<file path="src/rtl/wb_tt_ctrl_pkg.sv">
`default_nettype none
// ============================================================================
// wb_tt_ctrl_pkg : shared register map, FSM states and STATUS layout
// Revision       : 1.0
// ============================================================================
package wb_tt_ctrl_pkg;

    localparam logic [3:0] OFF_SEL    = 4'h0;
    localparam logic [3:0] OFF_STATUS = 4'h4;
    localparam logic [3:0] OFF_FW     = 4'h8;

    localparam int STAT_BUSY    = 0;
    localparam int STAT_ENA     = 1;
    localparam int STAT_ERR     = 2;
    localparam int STAT_IDX_LSB = 16;

    typedef enum logic [2:0] {
        IDLE    = 3'd0,
        RST_LO  = 3'd1,
        RST_GAP = 3'd2,
        INC_HI  = 3'd3,
        INC_LO  = 3'd4,
        DONE    = 3'd5
    } tt_state_e;

endpackage
`default_nettype wire

</file>
<file path="src/rtl/tt_ctrl_fsm.sv">
`default_nettype none
// ============================================================================
// tt_ctrl_fsm : plays out reset pulse + N increment pulses on the mux pins
// Revision    : 1.0
// ============================================================================
module tt_ctrl_fsm
    import wb_tt_ctrl_pkg::*;
#(
    parameter int IDX_W     = 9,
    parameter int RST_CYC   = 8,
    parameter int PULSE_CYC = 4
) (
    input  logic             clk,
    input  logic             rst,
    input  logic             start,
    input  logic [IDX_W-1:0] index,
    output logic             sel_rst_n,
    output logic             sel_inc,
    output logic             busy,
    output logic             done
);

    localparam int MAX_CYC = (RST_CYC > PULSE_CYC) ? RST_CYC : PULSE_CYC;
    localparam int CW      = $clog2(MAX_CYC + 1);
    localparam logic [CW-1:0] RST_LAST   = CW'(RST_CYC - 1);
    localparam logic [CW-1:0] PULSE_LAST = CW'(PULSE_CYC - 1);

    tt_state_e        state, state_nx;
    logic [CW-1:0]    cnt, cnt_nx;
    logic [IDX_W-1:0] remaining, remaining_nx;

    assign busy = (state != IDLE);
    assign done = (state == DONE);

    // Pin levels are registered from the next state so they change cleanly on the edge.
    always_ff @(posedge clk or posedge rst) begin
        if (rst) begin
            state     <= IDLE;
            cnt       <= '0;
            remaining <= '0;
            sel_rst_n <= 1'b1;
            sel_inc   <= 1'b0;
        end else begin
            state     <= state_nx;
            cnt       <= cnt_nx;
            remaining <= remaining_nx;
            sel_rst_n <= (state_nx != RST_LO);
            sel_inc   <= (state_nx == INC_HI);
        end
    end

    always_comb begin
        state_nx     = state;
        cnt_nx       = cnt + CW'(1);
        remaining_nx = remaining;
        case (state)
            IDLE: begin
                cnt_nx = '0;
                if (start) begin
                    state_nx     = RST_LO;
                    remaining_nx = index;
                end
            end
            RST_LO: begin
                if (cnt == RST_LAST) begin
                    state_nx = RST_GAP;
                    cnt_nx   = '0;
                end
            end
            RST_GAP: begin
                if (cnt == RST_LAST) begin
                    state_nx = (remaining != '0) ? INC_HI : DONE;
                    cnt_nx   = '0;
                end
            end
            INC_HI: begin
                if (cnt == PULSE_LAST) begin
                    state_nx = INC_LO;
                    cnt_nx   = '0;
                end
            end
            INC_LO: begin
                if (cnt == PULSE_LAST) begin
                    remaining_nx = remaining - IDX_W'(1);
                    state_nx     = (remaining > IDX_W'(1)) ? INC_HI : DONE;
                    cnt_nx       = '0;
                end
            end
            DONE: begin
                state_nx = IDLE;
                cnt_nx   = '0;
            end
            default: begin
                state_nx = IDLE;
                cnt_nx   = '0;
            end
        endcase
    end

endmodule
`default_nettype wire

</file>
<file path="src/rtl/wb_tt_ctrl_seq.sv">
`default_nettype none
// ============================================================================
// wb_tt_ctrl_seq : Wishbone slave driving the Tiny Tapeout mux control pins
// Revision       : 1.0
// ============================================================================
module wb_tt_ctrl_seq
    import wb_tt_ctrl_pkg::*;
#(
    parameter logic [31:0] BASE_ADDR = 32'h3000_0000,
    parameter int          IDX_W     = 9,
    parameter int          RST_CYC   = 8,
    parameter int          PULSE_CYC = 4
) (
    input  logic        wb_clk_i,
    input  logic        wb_rst_i,
    input  logic        wbs_stb_i,
    input  logic        wbs_cyc_i,
    input  logic        wbs_we_i,
    input  logic [3:0]  wbs_sel_i,
    input  logic [31:0] wbs_adr_i,
    input  logic [31:0] wbs_dat_i,
    output logic        wbs_ack_o,
    output logic [31:0] wbs_dat_o,
    output logic        ctrl_sel_rst_n,
    output logic        ctrl_sel_inc,
    output logic        ctrl_ena,
    output logic        fw_ready
);

    logic [3:0]       off;
    logic             hit, req, wr_full, sel_wr, fw_wr, start;
    logic             busy, done, err;
    logic [IDX_W-1:0] idx;
    logic [31:0]      status, rdata;
    logic             unused_dat;

    assign off     = wbs_adr_i[3:0];
    assign hit     = (wbs_adr_i[31:4] == BASE_ADDR[31:4]);
    assign req     = wbs_stb_i & wbs_cyc_i & ~wbs_ack_o & hit;
    assign wr_full = req & wbs_we_i & (wbs_sel_i == 4'hF);
    assign sel_wr  = wr_full & (off == OFF_SEL);
    assign fw_wr   = wr_full & (off == OFF_FW);
    // A SEL write only launches a sequence from IDLE; otherwise it just flags err.
    assign start   = sel_wr & ~busy;

    assign unused_dat = &{1'b0, wbs_dat_i[31:IDX_W]};

    always_comb begin
        status                          = '0;
        status[STAT_BUSY]               = busy;
        status[STAT_ENA]                = ctrl_ena;
        status[STAT_ERR]                = err;
        status[STAT_IDX_LSB +: IDX_W]   = idx;
        rdata                           = '0;
        case (off)
            OFF_STATUS: rdata = status;
            OFF_FW:     rdata = {31'b0, fw_ready};
            default:    rdata = '0;
        endcase
    end

    always_ff @(posedge wb_clk_i or posedge wb_rst_i) begin
        if (wb_rst_i) begin
            wbs_ack_o <= 1'b0;
            wbs_dat_o <= '0;
            fw_ready  <= 1'b0;
            ctrl_ena  <= 1'b0;
            idx       <= '0;
            err       <= 1'b0;
        end else begin
            wbs_ack_o <= req;
            wbs_dat_o <= (req && !wbs_we_i) ? rdata : '0;
            if (fw_wr) begin
                fw_ready <= wbs_dat_i[0];
            end
            if (sel_wr) begin
                if (busy) begin
                    err <= 1'b1;
                end else begin
                    err <= 1'b0;
                    idx <= wbs_dat_i[IDX_W-1:0];
                end
            end
            if (start) begin
                ctrl_ena <= 1'b0;
            end else if (done) begin
                ctrl_ena <= 1'b1;
            end
        end
    end

    tt_ctrl_fsm #(
        .IDX_W     (IDX_W),
        .RST_CYC   (RST_CYC),
        .PULSE_CYC (PULSE_CYC)
    ) u_fsm (
        .clk       (wb_clk_i),
        .rst       (wb_rst_i),
        .start     (start),
        .index     (wbs_dat_i[IDX_W-1:0]),
        .sel_rst_n (ctrl_sel_rst_n),
        .sel_inc   (ctrl_sel_inc),
        .busy      (busy),
        .done      (done)
    );

endmodule
`default_nettype wire

</file>
<file path="config.mk">
export PLATFORM = sky130hd
export DESIGN_NAME = wb_tt_ctrl_seq
export DESIGN_NICKNAME = d
export VERILOG_FILES = /design/src/rtl/wb_tt_ctrl_pkg.sv /design/src/rtl/tt_ctrl_fsm.sv /design/src/rtl/wb_tt_ctrl_seq.sv
export SDC_FILE = /design/constraint.sdc
export NUM_CORES = 1
export LEC_CHECK = 0
export CAP_MARGIN = 40
export CORE_ASPECT_RATIO = 2
export CORE_MARGIN = 5
export CORE_UTILIZATION = 38
export DETAILED_ROUTE_END_ITERATION = 7
export PLACE_DENSITY = 0.74
export SYNTH_ARGS = -nofsm -noshare
export SYNTH_HDL_FRONTEND = slang
export SYNTH_HIERARCHICAL = 1
export SYNTH_SLANG_ARGS = --single-unit
</file>
<file path="constraint.sdc">
create_clock -name wb_clk_i -period 2.17 [get_ports wb_clk_i]
set_clock_uncertainty 0.05 [all_clocks]
set_input_delay 0.5425 -clock wb_clk_i [delete_from_list [all_inputs] [get_ports wb_clk_i]]
set_output_delay 0.5425 -clock wb_clk_i [all_outputs]
set_load 0.01 [all_outputs]
</file>
==> results.rst, run 1 <==
.. list-table::
   :header-rows: 1

   * - Metric
     - Value
   * - Outcome
     - completed
   * - Final ANT Viol Nets
     - 0
   * - Signed area change from the synthesized netlist to the final layout
     - 51.3%
   * - Cells along the critical path
     - dlygate4sd2_1, nor4_4, nand4_1, nor4_4, nor2b_4, o21ai_4, buf_12, o211ai_1, o211a_1
   * - Post-layout utilization of the core
     - 58.4%
   * - Number of buffers created by CTS
     - 5
   * - Actual slew at the worst max-slew pin
     - 534 ps
   * - Required time at the endpoint of the critical path
     - 2340 ps
   * - Die X
     - 66.4 um
   * - Logic gate share of total power
     - approximately 8.6%
   * - Effective utilization at floorplan
     - roughly two fifths
   * - Cell type with the highest occurrence count on the critical path
     - sky130_fd_sc_hd__nor4_4
   * - Fraction of power spent switching nets
     - 21.1%
   * - Number of DRC violations after detailed routing
     - 0
   * - Number of buffers between clock root and the deepest sink
     - 2
   * - Depth of the worst hold-timing path
     - 1
   * - Gp weighted congestion
     - 0.823
   * - Setup repair after global routing missed its margin
     - true
   * - Global-route wire length before repair
     - 10.2 mm
   * - IR drop worst, VDD
     - about 0.00031 V
   * - Maximum clock frequency
     - 472 MHz
   * - Fraction of final layout cells with drive strength greater than 1
     - around a third
   * - Startpoint of the most critical setup path
     - wbs_adr_i[14]
   * - Pre-CTS worst setup slack
     - -500 ps
   * - Maximum number of pins on one net before global-route repair
     - 22
   * - Endpoint type of the worst setup path
     - flop
   * - Final Hold Violating Endpoints
     - 0
   * - Detailed-placement wirelength estimate
     - about 4.5 mm
   * - Hold Crit Class
     - reg2reg
   * - CTS sink cnt
     - 43
   * - Crit path max-delay cell type
     - sky130_fd_sc_hd__nand4_1
   * - All-layer global routing usage
     - 16.2%
   * - Post-synth ARST share
     - between 90% and 100%
   * - Startpoint of the worst-slack reg-to-reg timing path
     - wbs_ack_o
   * - Overall die area
     - between 8000 and 9000 um^2
   * - Buffering stage count on the worst path with inverters included
     - 2
   * - Antenna violations before repair
     - 0
   * - Clk network pwr share
     - 48.1%
   * - Endpoint arrival time on the critical path
     - 2290 ps
   * - Vias after detailed routing
     - between 2,000 and 2,500
   * - Time the final worst path needs with I/O delays and setup
     - between 2000 and 2500 ps
   * - Worst flop-to-flop path endpoint
     - u_fsm/sel_inc
   * - Iteration-0 DRC Markers
     - 76
   * - Highest-count cells in the layout ignoring fill and taps
     - 42 x sky130_fd_sc_hd__dfrtp_1, 28 x sky130_fd_sc_hd__buf_4, 27 x sky130_fd_sc_hd__clkdlybuf4s50_1
   * - Core box area
     - between 6000 and 7000 um^2
   * - Leakage power
     - 1.69 nW
   * - Register area
     - 1080 um^2
   * - Quantity of I/O buffers inserted on ports
     - 66
   * - Worst Setup EP
     - u_fsm/sel_inc
   * - Total Power
     - 1.85 mW
   * - Share of the cycle needed by the critical path after routing
     - 97.6%
   * - Warnings, synthesis
     - 6
   * - CP startpoint kind
     - primary input
   * - Global route overflow
     - 0
   * - Max-capacitance violation count
     - 0
   * - Count of flip-flops with a built-in enable after synthesis
     - 0
   * - Post-route worst setup slack
     - 52.7 ps
   * - Slew HR
     - 63.9%
   * - Antenna fix cells
     - 0
   * - Drt via density
     - 5.11
   * - Synth Cell Area
     - around 2400 um^2
   * - Endpoints failing setup
     - 0
   * - Most frequent standard cell in the layout excluding fill and tap cells
     - sky130_fd_sc_hd__dfrtp_1
   * - Post-detailed-routing wire length
     - 6.45 mm
   * - Number of detailed-routing iterations run before antenna repair
     - 4
   * - Pwr Density
     - 507 nW/um^2
   * - Internal power summed over all cells
     - 1.46 mW
   * - Vias in the first global route
     - 2,195
   * - Wire per inst
     - 15.4 um
   * - Number of logic stages on the critical path including buffering
     - 9
   * - Clk Latency, worst-skew pair
     - 290 ps
   * - Top delay family on crit path
     - simple AND/OR/NAND/NOR gates
   * - Nets
     - 408
   * - Primary flip-flop cell chosen by synthesis mapping
     - sky130_fd_sc_hd__dfrtp_1
   * - Instance count of the mapped netlist
     - 235
   * - Multi-input logic area
     - 1370 um^2
   * - Clock tree from TritonCTS
     - done
   * - Clock transition at the registers of the reported paths
     - 60 ps
   * - Reg2Reg Setup Slack
     - 60 ps
   * - Number of top-level design ports
     - between 100 and 150
   * - CTS HTree Levels
     - 2
   * - Final Slew Violations
     - 0
   * - Crit-path max cell delay
     - 260 ps
   * - Syn_area_per_cell
     - 10.3 um^2
   * - Reported net switching power
     - 0.390 mW
   * - Highest net fanout along the worst path
     - 5
   * - Proportion of synthesized chip area in sequential cells
     - 44.6%
   * - Start-to-end type of the worst setup path
     - in2reg
   * - FP Rows
     - a little over 40
   * - Share of total power in sequential cells
     - a little over two fifths
   * - Root buf cell
     - sky130_fd_sc_hd__clkbuf_16
   * - Flop and latch count out of synthesis
     - 43
   * - Unique cell type count in the Yosys netlist
     - 54
   * - Fill count
     - between 500 and 600
   * - Y dimension of the die
     - 123 um
   * - Reg2reg path depth
     - 8
[worst min-delay path by stage]
stage | end | from | slack (ps)
5_1_grt | u_fsm/cnt[0] | u_fsm/cnt[0] | 440
4_1_cts | wbs_dat_o[24] | idx[8] | 420
3_3_place_gp | u_fsm/cnt[0] | u_fsm/cnt[0] | 400
6_report | wbs_dat_o[24] | idx[8] | 420
3_5_place_dp | wbs_dat_o[19] | idx[3] | 410
2_1_floorplan | u_fsm/cnt[0] | u_fsm/cnt[0] | 380
[cell families after synthesis]
group	after synthesis	share of synthesized area (%)
XOR/XNOR	3	1.09
other	1	0.155
adder cells (fa/ha/maj)	4	2.07
AO/OA/AOI/OAI	40	10.6
flip-flops	43	44.6
multiplexers	11	5.13
AND/OR/NAND/NOR	97	26.8
buffers and inverters	36	9.49
[registers in the layout, indices dropped and copies added, names as in the netlist]
name and cells:
wbs_dat_o 12, idx 9, u_fsm/remaining 9, u_fsm/cnt 4
u_fsm/state 3, ctrl_ena 1, err 1, fw_ready 1
u_fsm/sel_inc 1, u_fsm/sel_rst_n 1, wbs_ack_o 1
[synthesized netlist by cell type, drive strengths merged, types with 3 or more instances]
cell / number / share of area (%)
dfrtp: 42 / 44
buf: 25 / 7.8
nor2: 20 / 3.1
nor4: 16 / 5.9
o21ai: 15 / 3.1
and2: 14 / 3.6
mux2: 11 / 5.1
a21oi: 7 / 1.5
inv: 7 / 1.1
nand4: 5 / 1.3
nor3: 5 / 1.0
nor3b: 5 / 2.0
clkbuf: 4 / 0.62
ha: 4 / 2.1
nand2: 4 / 0.62
nand3: 4 / 0.83
nor4bb: 4 / 1.7
a31oi: 3 / 0.78
nand2b: 3 / 0.78
nor2b: 3 / 0.78
or3: 3 / 0.78
[layer usage]
layer	routed length, um	part of all wire, %	global-route usage (%)	vias to the layer above
met4	183	2.8	7.51	0
met2	3760	58	32.4	81
met5	0	0	0	-
li1	-	-	-	998
met1	2130	33	15.5	1044
met3	372	5.8	2.20	15
[per-stage QoR]
stage | cells | hold WS [ps] | setup TNS, ps | area (um^2)
after detailed placement | 393 | 413 | -14970 | 3250
after floorplan | 254 | 383 | 0 | 2530
after global placement | 393 | 396 | -14720 | 3250
final | 418 | 423 | 0 | 3650
after CTS | 414 | 424 | 0 | 3640
after global routing | 418 | 442 | -768 | 3650
[power groups by stage]
stage | sequential (mW) | clock, mW | combinational (mW)
6_report | 0.802 | 0.891 | 0.159
4_1_cts | 0.802 | 0.913 | 0.155
3_3_place_gp | 0.816 | 0 | 0.161
3_5_place_dp | 0.816 | 0 | 0.164
2_1_floorplan | 0.816 | 0 | 0.0721
5_1_grt | 0.801 | 0.946 | 0.172
[layout make-up]
class / count / share of cell area, %
multi-input cells: 175 / 37.4
flip-flops and latches: 43 / 29.5
repair buffers: 99 / 24.6
clock buffers: 6 / 3.80
well taps: 86 / 2.95
clock inverters: 2 / 1.06
inverters: 7 / 0.719
[repair_timing]
item / CTS / global route
pin swaps: 22 / 18
gates resized for setup: 61 / 77
setup endpoints to repair: 33 / 29
cloned: 3 / 0
setup buffers: 10 / 6
hold buffers: 0 / 0
Note: power is estimated with default switching activity, not from simulation.
==> run 2, diff against run 1 <==
--- a/config.mk
+++ b/config.mk
@@ -11,6 +11,7 @@
 export CORE_UTILIZATION = 38
 export DETAILED_ROUTE_END_ITERATION = 7
 export PLACE_DENSITY = 0.74
+export RECOVER_POWER = 50
 export SYNTH_ARGS = -nofsm -noshare
 export SYNTH_HDL_FRONTEND = slang
 export SYNTH_HIERARCHICAL = 1
==> results.rst, run 2 (synthesis gave the netlist of run 1 again) <==
.. list-table::
   :header-rows: 1

   * - Metric
     - Value
   * - Clock tree from TritonCTS
     - done (unchanged)
   * - Number of buffers created by CTS
     - 5 (unchanged)
   * - Reg2Reg Setup Slack
     - 60 ps (about the same)
   * - Core box area
     - 6260 um^2 (unchanged)
   * - FP Rows
     - 41 (unchanged)
   * - Number of top-level design ports
     - 110 (unchanged)
   * - Vias in the first global route
     - 2,195 (unchanged)
   * - Cell count after placement
     - 393 (unchanged)
   * - IR drop worst, VDD
     - 0.000311 V (about the same)
   * - Maximum clock frequency
     - 473 MHz (was 472 MHz)
   * - Actual slew at the worst max-slew pin
     - 1050 ps (was 534 ps)
   * - Cells along the critical path
     - dlygate4sd2_1, nor4_4, nand4_1, nor4_4, nor2b_4, o21ai_4, buf_12, o211ai_1, o211a_1 (unchanged)
   * - Highest net fanout along the worst path
     - 5 (unchanged)
   * - All-layer global routing usage
     - 16.2% (unchanged)
   * - Fraction of power spent switching nets
     - 21.1% (about the same)
   * - Die X
     - 66.4 um (unchanged)
   * - Detailed-placement wirelength estimate
     - 4.51 mm (unchanged)
   * - Nets
     - 408 (unchanged)
   * - Largest registers in the final layout
     - wbs_dat_o x12, idx x9, u_fsm/remaining x9 (unchanged)
   * - Time the final worst path needs with I/O delays and setup
     - 2110 ps (was 2120 ps)
   * - Worst flop-to-flop path endpoint
     - u_fsm/sel_inc (unchanged)
   * - Worst Setup EP
     - u_fsm/sel_inc (unchanged)
   * - Number of cells in the finished layout apart from fillers
     - 418 (unchanged)
   * - Root buf cell
     - sky130_fd_sc_hd__clkbuf_16 (unchanged)
   * - Y dimension of the die
     - 123 um (unchanged)
   * - Top delay family on crit path
     - simple AND/OR/NAND/NOR gates (unchanged)
   * - Number of detailed-routing iterations run before antenna repair
     - 4 (unchanged)
   * - Logic gate share of total power
     - 8.3% (was 8.6%)
   * - Global-route wire length before repair
     - 10.2 mm (unchanged)
   * - Outcome
     - completed (unchanged)
   * - Number of logic stages on the critical path including buffering
     - 9 (unchanged)
   * - Clock transition at the registers of the reported paths
     - 60 ps (about the same)
   * - Signed area change from the synthesized netlist to the final layout
     - 50.3% (was 51.3%)
   * - Maximum number of pins on one net before global-route repair
     - 22 (unchanged)
   * - Slew HR
     - 29.8% (was 63.9%)
   * - Startpoint of the worst-slack reg-to-reg timing path
     - wbs_ack_o (unchanged)
   * - Endpoints failing setup
     - 0 (unchanged)
   * - Startpoint of the most critical setup path
     - wbs_adr_i[14] (unchanged)
   * - Cell type with the highest occurrence count on the critical path
     - sky130_fd_sc_hd__nor4_4 (unchanged)
   * - Most frequent standard cell in the layout excluding fill and tap cells
     - sky130_fd_sc_hd__dfrtp_1 (unchanged)
   * - Gp weighted congestion
     - 0.823 (unchanged)
   * - Largest register FFs
     - 12 (unchanged)
   * - Required time at the endpoint of the critical path
     - 2340 ps (about the same)
   * - Crit path max-delay cell type
     - sky130_fd_sc_hd__nand4_1 (unchanged)
   * - Reported net switching power
     - 0.389 mW (was 0.390 mW)
   * - CTS HTree Levels
     - 2 (unchanged)
   * - Final Slew Violations
     - 0 (unchanged)
   * - Pwr Density
     - 509 nW/um^2 (was 507 nW/um^2)
   * - Endpoint arrival time on the critical path
     - 2290 ps (about the same)
   * - Clk Latency, worst-skew pair
     - 290 ps (about the same)
   * - Number of DRC violations after detailed routing
     - 0 (unchanged)
   * - Vias after detailed routing
     - 2,128 (was 2,138)
   * - Final ANT Viol Nets
     - 0 (unchanged)
   * - CP startpoint kind
     - primary input (unchanged)
   * - Setup repair after global routing missed its margin
     - true (unchanged)
   * - Share of total power in sequential cells
     - 43.4% (was 43.3%)
   * - Start-to-end type of the worst setup path
     - in2reg (unchanged)
   * - Highest-count cells in the layout ignoring fill and taps
     - 42 x sky130_fd_sc_hd__dfrtp_1, 26 x sky130_fd_sc_hd__clkdlybuf4s50_1, 26 x sky130_fd_sc_hd__buf_4 (was 42 x sky130_fd_sc_hd__dfrtp_1, 28 x sky130_fd_sc_hd__buf_4, 27 x sky130_fd_sc_hd__clkdlybuf4s50_1)
   * - Antenna fix cells
     - 0 (unchanged)
   * - Share of the cycle needed by the critical path after routing
     - 97.4% (was 97.6%)
   * - Hold Crit Class
     - reg2reg (unchanged)
   * - Post-layout utilization of the core
     - 58.0% (was 58.4%)
   * - Antenna violations before repair
     - 0 (unchanged)
   * - Reg2reg path depth
     - 8 (unchanged)
   * - Crit-path max cell delay
     - 260 ps (about the same)
   * - Drt via density
     - 5.09 (was 5.11)
   * - Leakage power
     - 1.67 nW (was 1.69 nW)
   * - Top reg by flops
     - wbs_dat_o (unchanged)
   * - CTS sink cnt
     - 43 (unchanged)
   * - Max-capacitance violation count
     - 0 (unchanged)
   * - Effective utilization at floorplan
     - 38.6% (unchanged)
   * - Number of buffers between clock root and the deepest sink
     - 2 (unchanged)
   * - Overall die area
     - 8140 um^2 (unchanged)
   * - Fraction of final layout cells with drive strength greater than 1
     - 31.0% (was 31.9%)
   * - Number of hold-repair buffers added at the cts stage
     - 0 (unchanged)
   * - Iteration-0 DRC Markers
     - 86 (was 76)
   * - Final Hold Violating Endpoints
     - 0 (unchanged)
   * - Wire per inst
     - 15.4 um (about the same)
   * - Quantity of I/O buffers inserted on ports
     - 66 (unchanged)
   * - Global route overflow
     - 0 (unchanged)
   * - Internal power summed over all cells
     - 1.46 mW (about the same)
   * - Buffering stage count on the worst path with inverters included
     - 2 (unchanged)
   * - Endpoint type of the worst setup path
     - flop (unchanged)
   * - Post-detailed-routing wire length
     - 6.46 mm (was 6.45 mm)
   * - Clk network pwr share
     - 48.2% (was 48.1%)
==> run 2: repair_timing <==
item | in CTS | in global routing
setup buffers | 10 | 6
setup endpoints to repair | 33 | 29
cloned | 3 | 0
pin swaps | 22 | 18
resized for setup | 61 | 77
==> run 2: per-layer routing <==
metal / up-vias / wire, um / track usage (%)
li1: 998 / - / -
met1: 1035 / 2130 / 15.5
met2: 84 / 3760 / 32.4
met3: 11 / 389 / 2.20
met4: 0 / 175 / 7.51
met5: - / 0 / 0
==> run 2: worst min-delay path by stage <==
stage / startpoint / end / slack [ps] / depth (start not counted)
3_5_place_dp: idx[3] / wbs_dat_o[19] / 410 / 1
5_1_grt: u_fsm/cnt[0] / u_fsm/cnt[0] / 440 / 1
6_report: idx[8] / wbs_dat_o[24] / 420 / 1
2_1_floorplan: u_fsm/cnt[0] / u_fsm/cnt[0] / 380 / 1
3_3_place_gp: u_fsm/cnt[0] / u_fsm/cnt[0] / 400 / 1
4_1_cts: idx[8] / wbs_dat_o[24] / 420 / 1
==> run 2: area by class of cell <==
class / instances / area (um^2)
Fill cell: 546 / 2630
Clock inverter: 2 / 38.8
Tap cell: 86 / 108
Multi-Input combinational cell: 175 / 1370
Clock buffer: 6 / 139
Timing Repair Buffer: 99 / 875
Sequential cell: 43 / 1080
Inverter: 7 / 26.3
==> run 2: power by group through the flow <==
| stage | logic (mW) | registers, mW | clock network, mW |
|---|---|---|---|
| 2_1_floorplan | 0.0721 | 0.816 | 0 |
| 3_3_place_gp | 0.161 | 0.816 | 0 |
| 3_5_place_dp | 0.164 | 0.816 | 0 |
| 4_1_cts | 0.155 | 0.802 | 0.913 |
| 5_1_grt | 0.167 | 0.801 | 0.946 |
| 6_report | 0.154 | 0.802 | 0.890 |
==> run 2: per-stage QoR <==
stage / TNS, ps / hold slack (ps) / setup WS, ps / instance area [um^2] / power (mW)
2_1_floorplan: 0 / 383 / 8.07 / 2530 / 0.889
3_3_place_gp: -14720 / 396 / -493 / 3250 / 0.978
3_5_place_dp: -14970 / 413 / -500 / 3250 / 0.981
4_1_cts: 0 / 424 / 0.493 / 3640 / 1.87
5_1_grt: -768 / 442 / -97.8 / 3630 / 1.91
6_report: 0 / 423 / 57.4 / 3630 / 1.85
==> run 2: worst reg2reg max path, delay by kind of cell (launching register included) <==
kind / cells / cell delay [ps]
buffers and inverters: 1 / 180
AO/OA/AOI/OAI: 3 / 450
flip-flops: 1 / 410
AND/OR/NAND/NOR: 4 / 970
